--- config.mk ---
export PLATFORM = sky130hd
export DESIGN_NAME = seq_pattern_tx
export DESIGN_NICKNAME = d
export VERILOG_FILES = /design/src/rtl/seq_pattern_tx.sv
export SDC_FILE = /design/constraint.sdc
export NUM_CORES = 1
export LEC_CHECK = 0
export ABC_AREA = 1
export BUFFER_PORTS_ARGS = -buffer_cell sky130_fd_sc_hd__buf_2
export CORE_UTILIZATION = 56
export DETAILED_ROUTE_END_ITERATION = 10
export MAX_ROUTING_LAYER = met4
export PLACE_DENSITY = 0.77
export SYNTH_ARGS = -nofsm -noshare
export SYNTH_HDL_FRONTEND = slang
export SYNTH_SLANG_ARGS = --single-unit
--- constraint.sdc ---
create_clock -name clk -period 2.2 [get_ports clk]
set_clock_uncertainty 0.1 [all_clocks]
set_input_delay 0.33 -clock clk [delete_from_list [all_inputs] [get_ports clk]]
set_output_delay 0.33 -clock clk [all_outputs]
set_load 0.02 [all_outputs]
--- src/rtl/seq_pattern_tx.sv ---
// Serial pattern transmitter: sends a captured pattern MSB-first, reps+1 times, with GAP idle cycles between.
// Optional build macro SEQ_TX_PARITY_EN appends an even-parity bit after each pattern.
module seq_pattern_tx #(
    parameter int PAT_W = 3,
    parameter int GAP   = 1
) (
    input  logic             clk,
    input  logic             rst,
    input  logic             start,
    input  logic [PAT_W-1:0] pat,
    input  logic [3:0]       reps,
    output logic             out,
    output logic             valid,
    output logic             busy,
    output logic             done
);
`ifdef SEQ_TX_PARITY_EN
    localparam int BITS = PAT_W + 1;
`else
    localparam int BITS = PAT_W;
`endif
    localparam int BIT_CW = $clog2(PAT_W + 1);
    localparam int GAP_CW = (GAP > 0) ? $clog2(GAP + 1) : 1;
    localparam logic [BIT_CW-1:0] BIT_LAST = BIT_CW'(BITS - 1);
    localparam logic [GAP_CW-1:0] GAP_LAST = GAP_CW'((GAP > 0) ? GAP - 1 : 0);

    typedef enum logic [1:0] {S_IDLE, S_SEND, S_GAP, S_DONE} state_t;

    state_t              state, state_n;
    logic [BIT_CW-1:0]   bit_cnt, bit_n;
    logic [GAP_CW-1:0]   gap_cnt, gap_n;
    logic [3:0]          rep_cnt, rep_n;
    logic [PAT_W-1:0]    shreg, shreg_n;
    logic [PAT_W-1:0]    pat_q, pat_n;
    logic                out_n, valid_n, busy_n, done_n;
`ifdef SEQ_TX_PARITY_EN
    logic                par_q, par_n;
`endif

    // Repetition count never wraps below zero.
    function automatic logic [3:0] dec_sat(input logic [3:0] v);
        return (v != 4'd0) ? v - 4'd1 : 4'd0;
    endfunction

    always_ff @(posedge clk or negedge rst) begin
        if (!rst) begin
            state   <= S_IDLE;
            bit_cnt <= '0;
            gap_cnt <= '0;
            rep_cnt <= '0;
            out     <= 1'b0;
            valid   <= 1'b0;
            busy    <= 1'b0;
            done    <= 1'b0;
        end else begin
            state   <= state_n;
            bit_cnt <= bit_n;
            gap_cnt <= gap_n;
            rep_cnt <= rep_n;
            out     <= out_n;
            valid   <= valid_n;
            busy    <= busy_n;
            done    <= done_n;
        end
    end

    always_ff @(posedge clk) begin
        shreg <= shreg_n;
        pat_q <= pat_n;
`ifdef SEQ_TX_PARITY_EN
        par_q <= par_n;
`endif
    end

    always_comb begin
        state_n = state;
        bit_n   = bit_cnt;
        gap_n   = gap_cnt;
        rep_n   = rep_cnt;
        shreg_n = shreg;
        pat_n   = pat_q;
`ifdef SEQ_TX_PARITY_EN
        par_n   = par_q;
`endif
        case (state)
            S_IDLE: begin
                if (start) begin
                    state_n = S_SEND;
                    shreg_n = pat;
                    pat_n   = pat;
                    rep_n   = reps;
                    bit_n   = '0;
                    gap_n   = '0;
`ifdef SEQ_TX_PARITY_EN
                    par_n   = ^pat;
`endif
                end
            end
            S_SEND: begin
                if (bit_cnt != BIT_LAST) begin
                    bit_n   = bit_cnt + BIT_CW'(1);
                    shreg_n = shreg << 1;
                end else begin
                    bit_n = '0;
                    if (rep_cnt == 4'd0) begin
                        state_n = S_DONE;
                    end else if (GAP > 0) begin
                        state_n = S_GAP;
                        gap_n   = '0;
                    end else begin
                        shreg_n = pat_q;
                        rep_n   = dec_sat(rep_cnt);
                    end
                end
            end
            S_GAP: begin
                if (gap_cnt == GAP_LAST) begin
                    state_n = S_SEND;
                    gap_n   = '0;
                    shreg_n = pat_q;
                    rep_n   = dec_sat(rep_cnt);
                end else begin
                    gap_n = gap_cnt + GAP_CW'(1);
                end
            end
            S_DONE:  state_n = S_IDLE;
            default: state_n = S_IDLE;
        endcase
    end

    // Outputs are decoded from the next state so they register in step with it.
    always_comb begin
        out_n   = 1'b0;
        valid_n = 1'b0;
        busy_n  = 1'b0;
        done_n  = 1'b0;
        case (state_n)
            S_SEND: begin
                valid_n = 1'b1;
                busy_n  = 1'b1;
`ifdef SEQ_TX_PARITY_EN
                out_n   = (bit_n == BIT_CW'(PAT_W)) ? par_n : shreg_n[PAT_W-1];
`else
                out_n   = shreg_n[PAT_W-1];
`endif
            end
            S_GAP:   busy_n = 1'b1;
            S_DONE:  done_n = 1'b1;
            default: ;
        endcase
    end

endmodule

==> flow_summary_export.csv <==
group,metric,value,unit
placed_design,dpl.cell_count,123,
yosys,syn_inst,95,
hold_path,hp-class,"input pin to register",
drt,vias,626,
yosys,yosysSeqAreaShare,0.567,
final_layout,drive_gt1_frac,0.204,
clock_tree,cts_tree,"built",
final_layout,instances_no_fill,128,
die,core_area,1330,sq um
final_layout,diodes,0,
die,dieWidth,40.5,um
power_and_ir_drop,peakVddDrop,0.782,mV
worst_setup_path,critPathMaxStageDelay,0.41,ns
worst_setup_path,required,2.33,ns
timing,rsz0062_at_grt,"false",
yosys,synth-main-ff-cell,"dfrtp_1",
clock_tree,numClockSinks,18,
die,die_h,40.5,um
final_layout,area_growth,14.5,%
worst_setup_path,path_class,"register to register",
placed_design,place_congestion,0.855,
global_route,grt_max_degree,13,
outcome,status,"completed",
yosys,ys_warn_count,0,
placed_design,dpl.hpwl,1100,um
drt,wl,1460,um
flow_run,drv_cap,0,
timing,post-route-min-period,1.63,ns
worst_setup_path,r2r.worst_path.cells,8,
worst_setup_path,worstReg2RegStart,"rep_cnt[0]$_DFFE_PN0P_",
clock_tree,clk_path_buf_depth,2,
global_route,grt-ovfl-total,0,
drt,dr.pass1.iters,4,
die,ios,14,
worst_setup_path,worstReg2RegEnd,"out$_DFF_PN0_",
hold_path,min_to,"pat_q[2]$_DFFE_PP_",
yosys,syn_area_per_cell,8.73,sq um
clock_tree,cts_buffers,3,
global_route,grt_pass1_wl,2350,um
clock_tree,cts.clk_slew.worst_paths,0.11,ns
timing,finalHoldViolations,0,
clock_tree,htreeDepth,1,
timing,slew_violations,0,
clock_tree,cts_resized,0,
yosys,synth_edf_count,5,
worst_setup_path,worstPathMaxFanout,3,
power_and_ir_drop,power_leakage,0.499,nW
timing,worst_pin_slew,0.295,ns
worst_setup_path,critPathSlowestCell,"dfrtp_1",
yosys,synth_area,830,sq um
timing,tns,0,ns
worst_setup_path,endpoint_kind,"register",
yosys,syn_nets,107,
global_route,first_global_vias,557,
worst_setup_path,cp-start-kind,"register",
clock_tree,cts-root-buf,"clkbuf_4",
drt,ant_nets,0,
hold_path,hold_depth,1,
placed_design,numPortBuffers,13,
drt,post_drt_wl_per_cell,11.4,um
die,dieArea,1640,sq um
worst_setup_path,crit_chain,"inv_1 > nand2_1 > nor2_1 > nand2_1 > a21oi_1 > ha_1 > inv_1 > nor2_1",
yosys,synthDistinctLibCells,19,
worst_setup_path,arrival,1.76,ns
global_route,grt_antenna_before_repair,0,
drt,drc_errors,0,
drt,viasPerCell,4.89,
power_and_ir_drop,power_density,1310,nW/um^2
timing,holdWs,0.120,ns
yosys,yosys_register_bits,18,
timing,max-slew-margin-rel,0.803,
drt,drt_iter0_drc,27,
die,initial_utilization,0.622,
timing,finalCritPeriodShare,0.743,
final_layout,nets,126,
die,rows,13,
clock_tree,insertion_delay,0.29,ns
hold_path,worstHoldStart,"pat[2]",
global_route,grt_use_total,0.233,
timing,fmax,0.612,GHz
yosys,async_reset_ff_frac,0.667,
timing,setup_viol,0,
worst_setup_path,rrSetupSlack,0.57,ns
cell usage after synthesis (2+ instances only):
cell / n / share of area
nand2_1: 27 / 0.12
inv_1: 15 / 0.068
dfrtp_1: 12 / 0.36
nor2_1: 9 / 0.041
nand3_1: 8 / 0.048
edfxtp_1: 5 / 0.18
o21ai_0: 4 / 0.024
ha_1: 2 / 0.030
inv_2: 2 / 0.0091
o21ai_2: 2 / 0.021
layout by cell type, fill, tap and decap left out, types with 3 or more instances in the layout:
cell and instances:
clkbuf_4 3, nand3_1 8, o21ai_0 4, buf_2 13
inv_1 15, edfxtp_1 5, dfrtp_1 12, nor2_1 9
nand2_1 27
report_power, final:
group | internal [mW] | switching, mW
Combinational | 0.187 | 0.328
Clock | 0.0658 | 0.104
Sequential | 0.489 | 0.0691
layer usage:
| metal | wire length [um] | global-route usage |
|---|---|---|
| met1 | 717 | 0.298 |
| met2 | 672 | 0.353 |
| met3 | 60 | 0.0500 |
| met4 | 14 | 0.100 |
| met5 | 0 | - |
state kept, by name, indices dropped and copies added (netlist names):
register  count
bit_cnt       2
out           1
shreg         3
valid         1
busy          1
done          1
pat_q         3
rep_cnt       4
state         2
metrics by stage:
stage / power (mW) / worst slack (ns) / util / cell area [sq um]
6_report: 1.24 / 0.566 / 0.712 / 950
5_1_grt: 1.35 / 0.414 / 0.712 / 950
4_1_cts: 1.25 / 0.563 / 0.712 / 950
3_5_place_dp: 1.08 / 0.598 / 0.685 / 913
3_3_place_gp: 1.06 / 0.633 / 0.685 / 913
2_1_floorplan: 0.946 / 0.843 / - / 830
cells by family after synthesis:
group	share of synthesized area
buf+inv	0.0769
compound gates	0.0890
flops	0.567
simple gates	0.237
fa+ha+maj	0.0302
worst max path at each step:
stage	endpoint	cells past startpoint	slack (ns)	from
global route	out$_DFF_PN0_	8	0.41	rep_cnt[0]$_DFFE_PN0P_
CTS	out$_DFF_PN0_	8	0.56	rep_cnt[0]$_DFFE_PN0P_
global placement	out$_DFF_PN0_	8	0.63	rep_cnt[0]$_DFFE_PN0P_
detailed placement	out$_DFF_PN0_	8	0.60	rep_cnt[0]$_DFFE_PN0P_
floorplan	out$_DFF_PN0_	8	0.84	rep_cnt[0]$_DFFE_PN0P_
finish	out$_DFF_PN0_	8	0.57	rep_cnt[0]$_DFFE_PN0P_
what timing repair did:
action | 4_1_cts | 5_1_grt
endpoints found under the hold margin | 12 | 0
endpoints found under the setup margin | 0 | 0
setup buffers | 0 | 0
hold buffers | 1 | 0
layout make-up:
class	instances	area, sq um
Tap cell	15	18.8
Clock buffer	3	22.5
Sequential cell	18	470
Inverter	17	63.8
Clock inverter	1	3.75
Multi-Input combinational cell	60	295
Fill cell	115	384
Timing Repair Buffer	14	75.1
worst max-delay path: cells and delay by family, from the launching register on:
kind,cells,cell delay (ns)
and+or+nand+nor,4,0.43
DFF,1,0.41
AOI/OAI and AO/OA,1,0.27
adders and majority gates,1,0.24
buffers and inverters,2,0.10
Power figures use the tool's default switching activity.
